File: src/rtl/apb_key_event_pkg.sv
// Register map, bit positions and event record shared by the APB key event block.
// Pure definitions; no logic, no latency, no flow control.
// Optional timestamp field is populated only when APB_KEY_EVENT_TIMESTAMP_EN is defined.
package apb_key_event_pkg;

  localparam logic [11:0] ADDR_STATUS = 12'h000;
  localparam logic [11:0] ADDR_EVENT  = 12'h004;
  localparam logic [11:0] ADDR_KEYS   = 12'h008;
  localparam logic [11:0] ADDR_CTRL   = 12'h00C;
  localparam logic [11:0] ADDR_TSTAMP = 12'h010;

  localparam int STATUS_EMPTY   = 0;
  localparam int STATUS_FULL    = 1;
  localparam int STATUS_OVF     = 2;
  localparam int STATUS_CNT_LSB = 4;

  localparam int EVENT_KEY_LSB = 0;
  localparam int EVENT_PRESS   = 8;
  localparam int EVENT_VALID   = 9;
  localparam int EVENT_TS_LSB  = 16;

  localparam int CTRL_EN      = 0;
  localparam int CTRL_IRQ_EN  = 1;
  localparam int CTRL_OVF_CLR = 2;

  localparam int KEY_IDX_W = 4;
  localparam int TS_W      = 16;

  typedef struct packed {
    logic [TS_W-1:0]      tstamp;
    logic                 press;
    logic [KEY_IDX_W-1:0] key;
  } event_t;

  localparam int EVENT_W = $bits(event_t);

  function automatic logic [31:0] event_word(input event_t e);
    logic [31:0] w;
    w = '0;
    w[EVENT_KEY_LSB +: KEY_IDX_W] = e.key;
    w[EVENT_PRESS]                = e.press;
    w[EVENT_VALID]                = 1'b1;
    w[EVENT_TS_LSB +: TS_W]       = e.tstamp;
    return w;
  endfunction

endpackage

File: src/rtl/key_debounce.sv
// Two-flop synchroniser plus stability counter for one key; level_o is 1 while pressed.
// Accepts a change after DEBOUNCE_CYCLES consecutive cycles of the new synced level.
// No backpressure: change_o is a single-cycle strobe the parent must capture.
module key_debounce #(
  parameter int DEBOUNCE_CYCLES = 100000,
  parameter int KEY_ACTIVE_LOW  = 1
) (
  input  logic clk_i,
  input  logic rst_i,
  input  logic key_i,
  output logic level_o,
  output logic change_o
);

  localparam int              CNT_W   = (DEBOUNCE_CYCLES > 1) ? $clog2(DEBOUNCE_CYCLES) : 1;
  localparam logic [CNT_W-1:0] CNT_MAX = CNT_W'(DEBOUNCE_CYCLES - 1);
  localparam logic            INV     = (KEY_ACTIVE_LOW != 0);

  logic             sync_q0;
  logic             sync_q1;
  logic             stable_q;
  logic [CNT_W-1:0] cnt_q;
  logic             pressed_raw;

  // Flops hold "pressed" polarity, so reset value 0 means released for either pin sense.
  assign pressed_raw = key_i ^ INV;
  assign change_o    = (sync_q1 != stable_q) && (cnt_q == CNT_MAX);
  assign level_o     = stable_q;

  always_ff @(posedge clk_i) begin
    if (rst_i) begin
      sync_q0  <= 1'b0;
      sync_q1  <= 1'b0;
      stable_q <= 1'b0;
      cnt_q    <= '0;
    end else begin
      sync_q0 <= pressed_raw;
      sync_q1 <= sync_q0;
      if (sync_q1 == stable_q) begin
        cnt_q <= '0;
      end else if (change_o) begin
        stable_q <= sync_q1;
        cnt_q    <= '0;
      end else begin
        cnt_q <= cnt_q + 1'b1;
      end
    end
  end

endmodule

File: src/rtl/apb_key_event.sv
// APB3 key event peripheral: debounced keys -> press/release events -> FIFO popped via EVENT reads.
// Zero-wait-state APB; events reach the FIFO 2 cycles after debounce acceptance, irq_o one cycle later.
// No backpressure on keys: a push into a full FIFO is dropped and sets sticky overflow. Macro: APB_KEY_EVENT_TIMESTAMP_EN.
module apb_key_event
  import apb_key_event_pkg::*;
#(
  parameter int N_KEYS          = 3,
  parameter int DEBOUNCE_CYCLES = 100000,
  parameter int FIFO_DEPTH      = 8,
  parameter int KEY_ACTIVE_LOW  = 1
) (
  input  logic              clk_i,
  input  logic              rst_i,
  input  logic [11:0]       apb_paddr,
  input  logic              apb_psel,
  input  logic              apb_penable,
  input  logic              apb_pwrite,
  input  logic [31:0]       apb_pwdata,
  output logic [31:0]       apb_prdata,
  output logic              apb_pready,
  output logic              apb_pslverr,
  input  logic [N_KEYS-1:0] key_i,
  output logic              irq_o
);

  localparam int AW = $clog2(FIFO_DEPTH);
  localparam int CW = AW + 1;

  logic [N_KEYS-1:0]    level;
  logic [N_KEYS-1:0]    change;
  logic [N_KEYS-1:0]    pending_q;
  logic [N_KEYS-1:0]    grant;
  logic [KEY_IDX_W-1:0] grant_idx;
  logic                 found;

  logic ctrl_en_q;
  logic irq_en_q;
  logic ovf_q;

  event_t          mem [FIFO_DEPTH];
  logic [AW-1:0]   wr_ptr_q;
  logic [AW-1:0]   rd_ptr_q;
  logic [CW-1:0]   count_q;
  logic [31:0]     count_ext;
  logic            empty;
  logic            full;
  event_t          push_ev;

  logic access;
  logic rd_acc;
  logic wr_acc;
  logic sel_event;
  logic sel_ctrl;
  logic hit;
  logic pop;
  logic push_req;
  logic push;
  logic ovf_set;
  logic [31:0] rdata;
  logic unused_pwdata;

  for (genvar i = 0; i < N_KEYS; i++) begin : g_key
    key_debounce #(
      .DEBOUNCE_CYCLES(DEBOUNCE_CYCLES),
      .KEY_ACTIVE_LOW (KEY_ACTIVE_LOW)
    ) u_deb (
      .clk_i   (clk_i),
      .rst_i   (rst_i),
      .key_i   (key_i[i]),
      .level_o (level[i]),
      .change_o(change[i])
    );
  end

`ifdef APB_KEY_EVENT_TIMESTAMP_EN
  localparam int               TICK_W   = (DEBOUNCE_CYCLES > 1) ? $clog2(DEBOUNCE_CYCLES) : 1;
  localparam logic [TICK_W-1:0] TICK_MAX = TICK_W'(DEBOUNCE_CYCLES - 1);

  logic [TICK_W-1:0] tick_cnt_q;
  logic [TS_W-1:0]   ts_q;

  always_ff @(posedge clk_i) begin
    if (rst_i) begin
      tick_cnt_q <= '0;
      ts_q       <= '0;
    end else if (tick_cnt_q == TICK_MAX) begin
      tick_cnt_q <= '0;
      ts_q       <= ts_q + 1'b1;
    end else begin
      tick_cnt_q <= tick_cnt_q + 1'b1;
    end
  end
`endif

  // Fixed priority: lowest pending key index wins each cycle.
  always_comb begin
    grant     = '0;
    grant_idx = '0;
    found     = 1'b0;
    for (int i = 0; i < N_KEYS; i++) begin
      if (pending_q[i] && !found) begin
        grant[i]  = 1'b1;
        grant_idx = KEY_IDX_W'(i);
        found     = 1'b1;
      end
    end
  end

  always_comb begin
    push_ev       = '0;
    push_ev.key   = grant_idx;
    push_ev.press = |(level & grant);
`ifdef APB_KEY_EVENT_TIMESTAMP_EN
    push_ev.tstamp = ts_q;
`endif
  end

  assign access    = apb_psel & apb_penable;
  assign rd_acc    = access & ~apb_pwrite;
  assign wr_acc    = access & apb_pwrite;
  assign sel_event = (apb_paddr == ADDR_EVENT);
  assign sel_ctrl  = (apb_paddr == ADDR_CTRL);

  assign empty     = (count_q == '0);
  assign full      = (count_q == CW'(FIFO_DEPTH));
  assign count_ext = 32'(count_q);

  assign pop      = rd_acc & sel_event & ~empty;
  assign push_req = ctrl_en_q & (|pending_q);
  // A pop in the same cycle frees the slot, so a full FIFO can still accept.
  assign push     = push_req & (~full | pop);
  assign ovf_set  = push_req & full & ~pop;

  always_comb begin
    rdata = '0;
    hit   = 1'b1;
    case (apb_paddr)
      ADDR_STATUS: begin
        rdata[STATUS_EMPTY]          = empty;
        rdata[STATUS_FULL]           = full;
        rdata[STATUS_OVF]            = ovf_q;
        rdata[STATUS_CNT_LSB +: 4]   = count_ext[3:0];
      end
      ADDR_EVENT: begin
        if (!empty) rdata = event_word(mem[rd_ptr_q]);
      end
      ADDR_KEYS: rdata[N_KEYS-1:0] = level;
      ADDR_CTRL: begin
        rdata[CTRL_EN]     = ctrl_en_q;
        rdata[CTRL_IRQ_EN] = irq_en_q;
      end
`ifdef APB_KEY_EVENT_TIMESTAMP_EN
      ADDR_TSTAMP: rdata[TS_W-1:0] = ts_q;
`endif
      default: hit = 1'b0;
    endcase
  end

  assign apb_prdata    = access ? rdata : '0;
  assign apb_pready    = access;
  assign apb_pslverr   = access & ~hit;
  assign unused_pwdata = ^apb_pwdata[31:3];

  always_ff @(posedge clk_i) begin
    if (push) mem[wr_ptr_q] <= push_ev;
  end

  always_ff @(posedge clk_i) begin
    if (rst_i) begin
      pending_q <= '0;
      wr_ptr_q  <= '0;
      rd_ptr_q  <= '0;
      count_q   <= '0;
      ovf_q     <= 1'b0;
      ctrl_en_q <= 1'b0;
      irq_en_q  <= 1'b0;
      irq_o     <= 1'b0;
    end else begin
      // Disabled: flags are discarded so nothing stale is pushed on re-enable.
      if (ctrl_en_q) pending_q <= (pending_q & ~grant) | change;
      else           pending_q <= '0;

      if (push) wr_ptr_q <= wr_ptr_q + 1'b1;
      if (pop)  rd_ptr_q <= rd_ptr_q + 1'b1;
      count_q <= count_q + CW'(push) - CW'(pop);

      if (wr_acc && sel_ctrl) begin
        ctrl_en_q <= apb_pwdata[CTRL_EN];
        irq_en_q  <= apb_pwdata[CTRL_IRQ_EN];
        if (apb_pwdata[CTRL_OVF_CLR]) ovf_q <= 1'b0;
      end
      if (ovf_set) ovf_q <= 1'b1;

      irq_o <= irq_en_q & (~empty | ovf_q);
    end
  end

endmodule
File: config.mk
export PLATFORM = sky130hd
export DESIGN_NAME = apb_key_event
export DESIGN_NICKNAME = d
export VERILOG_FILES = /design/src/rtl/apb_key_event_pkg.sv /design/src/rtl/key_debounce.sv /design/src/rtl/apb_key_event.sv
export SDC_FILE = /design/constraint.sdc
export NUM_CORES = 1
export LEC_CHECK = 0
export ABC_AREA = 1
export CAP_MARGIN = 0
export CORE_MARGIN = 10
export CORE_UTILIZATION = 50
export CTS_CLUSTER_DIAMETER = 50
export DETAILED_ROUTE_END_ITERATION = 10
export PLACE_DENSITY = 0.83
export SKIP_LAST_GASP = 1
export SLEW_MARGIN = 0
export SYNTH_ARGS = -nofsm -noshare
export SYNTH_HDL_FRONTEND = slang
export SYNTH_HIERARCHICAL = 1
export SYNTH_SLANG_ARGS = --single-unit
File: constraint.sdc
create_clock -name clk_i -period 2.42 [get_ports clk_i]
set_input_delay 0.484 -clock clk_i [delete_from_list [all_inputs] [get_ports clk_i]]
set_output_delay 0.484 -clock clk_i [all_outputs]
set_load 0.02 [all_outputs]
==> results_dict.tcl, run 1 <==
set metrics [dict create \
    start_kind "input port" \
    drv_slew 0 \
    peakVddDrop_mv 0.3551 \
    cts.path.max_buffers 2 \
    cts.sinks 104 \
    via_per_inst 4.844 \
    area_growth_syn_to_layout_pct 14.02 \
    timing.max_slew.rel_slack 0.6392 \
    place_congestion 0.8650 \
    drt_first_pass_iters 4 \
    synth_area_um2 5461 \
    drcViolationCount 0 \
    met1_length_mm 5.109 \
    cts.reportedPaths.clkPinSlew_ns 0.10 \
    drt_iter0_markers 295 \
    endpoint_kind "flop" \
    ant_nets 0 \
    antenna_cells 0 \
    drive_gt1_frac 0.1219 \
    overflow 0 \
    ys_seq_area_frac 0.4252 \
    cts_max_level 3 \
    ys_warn_count 6 \
    rows 38 \
    post_cts_buffers 0 \
    hpwl_mm 8.602 \
    synthCells 731 \
    maxCapViolCount 0 \
    dp_slack_ns -0.4955 \
    coreArea_um2 10750 \
    root_buffer "clkbuf_8" \
    post-route-period-util 0.9466 \
    status "finished clean" \
    grt_max_degree 18 \
    detail_route.wl_per_cell_um 11.98 \
    finalSetupViolations 0 \
    layout_setup_ws_ns 0.1291 \
    ys_ff_latch 104 \
    grt_pass1_wl_mm 19.17 \
    hold_violations 0 \
    via_count 4534 \
    finalClockSkew_ns 0.01215 \
    totalWireLength_mm 11.22 \
    io_pins 87 \
    fmax_mhz 436.5 \
    yosysUniqueCellTypes 37 \
    power.density_nw_per_um2 483.5 \
    antenna_found_initial 0 \
    fin_area_um2 6227 \
    wl_met2_mm 5.407 \
    clk_latency_ns 0.37 \
    fp.dieW_um 124.5 \
    fin_nets 854 \
    power_leakage_nw 2.374 \
    instances_no_fill 936 \
    p_total_mw 3.011 \
    place_area_um2 6002 \
    routed.top_layer "met4" \
    cts_made_buffers 9 \
    hold_class "flop to flop" \
    cts_tree "built" \
    fillers 969 \
    dieArea_um2 15500 \
    rsz0062_at_grt "false" \
    grt_usage 0.1427 \
    start_util 0.5083 \
    grt_pass1_vias 4335 \
    period_needed_ns 2.291 \
    syn_avg_cell_area_um2 7.471 \
    die_y_um 124.5 \
    crit_arrival_ns 2.56 \
    crit_type "input port to flop" \
    wl_met3_um 560 \
    tightest_slew_ns 0.5392 \
    critPathRequiredTime_ns 2.69 \
    cp_max_fo 5 \
    place.port_buffers 34 \
    placed_cells 919 \
]
[placed cells by master, fill, tap and decap left out, drive strengths merged, types with 13 or more instances in the layout]
master	netlist	layout
buf	30	32
clkdlybuf4s50	0	13
conb	1	23
dfxtp	80	80
edfxtp	24	24
inv	93	93
nand2	123	123
nand3	49	49
nand4	17	17
nor2	212	212
o21ai	15	15
xor2	27	27
[worst paths after layout]
check / start / to / slack (ns) / depth (start not counted)
worst min register to register: g_key[0].u_deb/sync_q0 / g_key[0].u_deb/sync_q1 / 0.41 / 2
worst max register to register: count_q[2] / count_q[2] / 0.21 / 15
worst max-delay path: apb_paddr[2] / count_q[2] / 0.13 / 14
worst min-delay path: g_key[0].u_deb/sync_q0 / g_key[0].u_deb/sync_q1 / 0.41 / 2
[synth_stat cells (all sizes together)]
master  count  area, µm²
conb        1      3.750
o21ai      15      75.07
edfxtp     24      720.7
buf        30      226.5
nand3      49      270.3
a21oi      12      71.32
xor2       27      236.5
nand2     123      509.2
nor3b       1      7.510
inv        93      351.6
o211a       1      10.01
o22ai       2      12.51
clkbuf      1      3.750
a31oi       1      6.260
o211ai      2      15.01
nor3       12      60.06
nand3b      5      37.54
a211oi      2      15.01
xnor2       9      78.83
nor2      212      870.8
dfxtp      80       1602
nand4      17      121.4
a21boi      1      11.26
fa          1      20.02
ha         10      125.1
[cells by family (layout without fill, tap and decap cells)]
kind of cell | Yosys count | in the layout | synth area share
xor gates and xnor gates | 36 | 36 | 0.05773
other | 1 | 23 | 0.0006866
AOI/OAI and AO/OA | 36 | 36 | 0.03963
buffers and inverters | 124 | 167 | 0.1065
and+or+nand+nor | 419 | 419 | 0.3436
adders and majority gates | 11 | 11 | 0.02658
DFF | 104 | 104 | 0.4252
[cell type report]
class | count | area [µm²] | share of cell area
tap | 140 | 175.2 | 0.02813
timing repair inverter | 1 | 5.005 | 0.0008037
inverter | 93 | 355.3 | 0.05706
sequential | 104 | 2328 | 0.3739
clock inverter | 4 | 52.55 | 0.008439
timing repair buffer | 57 | 494.2 | 0.07937
multi-input combinational | 525 | 2668 | 0.4284
clock buffer | 12 | 148.9 | 0.02391
[power by group]
group	total (mW)	leakage [nW]	internal, mW	switching (mW)
clock	1.10	0.104	0.523	0.578
sequential	1.77	0.927	1.77	0.00340
combinational	0.136	1.34	0.0506	0.0855
[sequential cells by signal, indices dropped and copies added, names as in the netlist, named ones only]
name                 cells
count_q                  4
ctrl_en_q                1
g_key.u_deb/cnt_q       51
g_key.u_deb/level_o      3
g_key.u_deb/sync_q0      3
g_key.u_deb/sync_q1      3
irq_en_q                 1
irq_o                    1
mem                     24
ovf_q                    1
pending_q                3
rd_ptr_q                 3
wr_ptr_q                 3
[metal layers]
layer / vias to the layer above / global-route usage
met4: 0 / 0.04318
met1: 2062 / 0.1703
li1: 2366 / -
met5: - / 0
met2: 93 / 0.2432
met3: 13 / 0.03957
[repair_timing]
item / CTS / global route
hold endpoints to repair: 0 / 0
gates resized for setup: 46 / 21
hold buffers: 0 / 0
pin swaps: 2 / 13
gates cloned: 0 / 1
setup endpoints to repair: 12 / 13
[worst max-delay path, stage by stage]
cell	delay (ns)
clkdlybuf4s50_1	0.55
nand2_1	0.09
nor2_2	0.16
nand4_4	0.16
nand2_2	0.12
nand2_4	0.06
inv_4	0.05
nand2_1	0.04
nand2_1	0.06
ha_1	0.16
inv_1	0.05
fa_1	0.38
xor2_1	0.14
nor2_1	0.05
[per-stage QoR]
stage	TNS, ns	hold WS [ns]	util
after floorplan	0	0.3883	-
after detailed placement	-6.565	0.3962	0.5586
after global placement	-5.091	0.3925	0.5586
after global routing	0	0.4255	0.5795
final	0	0.4081	0.5795
after CTS	-0.07851	0.4096	0.5738
Power figures use the tool's default switching activity.
==> inputs of run 2 (changes only) <==
--- a/config.mk
+++ b/config.mk
@@ -13,7 +13,6 @@
 export DETAILED_ROUTE_END_ITERATION = 10
 export PLACE_DENSITY = 0.83
 export SKIP_LAST_GASP = 1
-export SLEW_MARGIN = 0
 export SYNTH_ARGS = -nofsm -noshare
 export SYNTH_HDL_FRONTEND = slang
 export SYNTH_HIERARCHICAL = 1
==> results of run 2 <==
Final layout, timing and power as in run 1 (identical DEF).
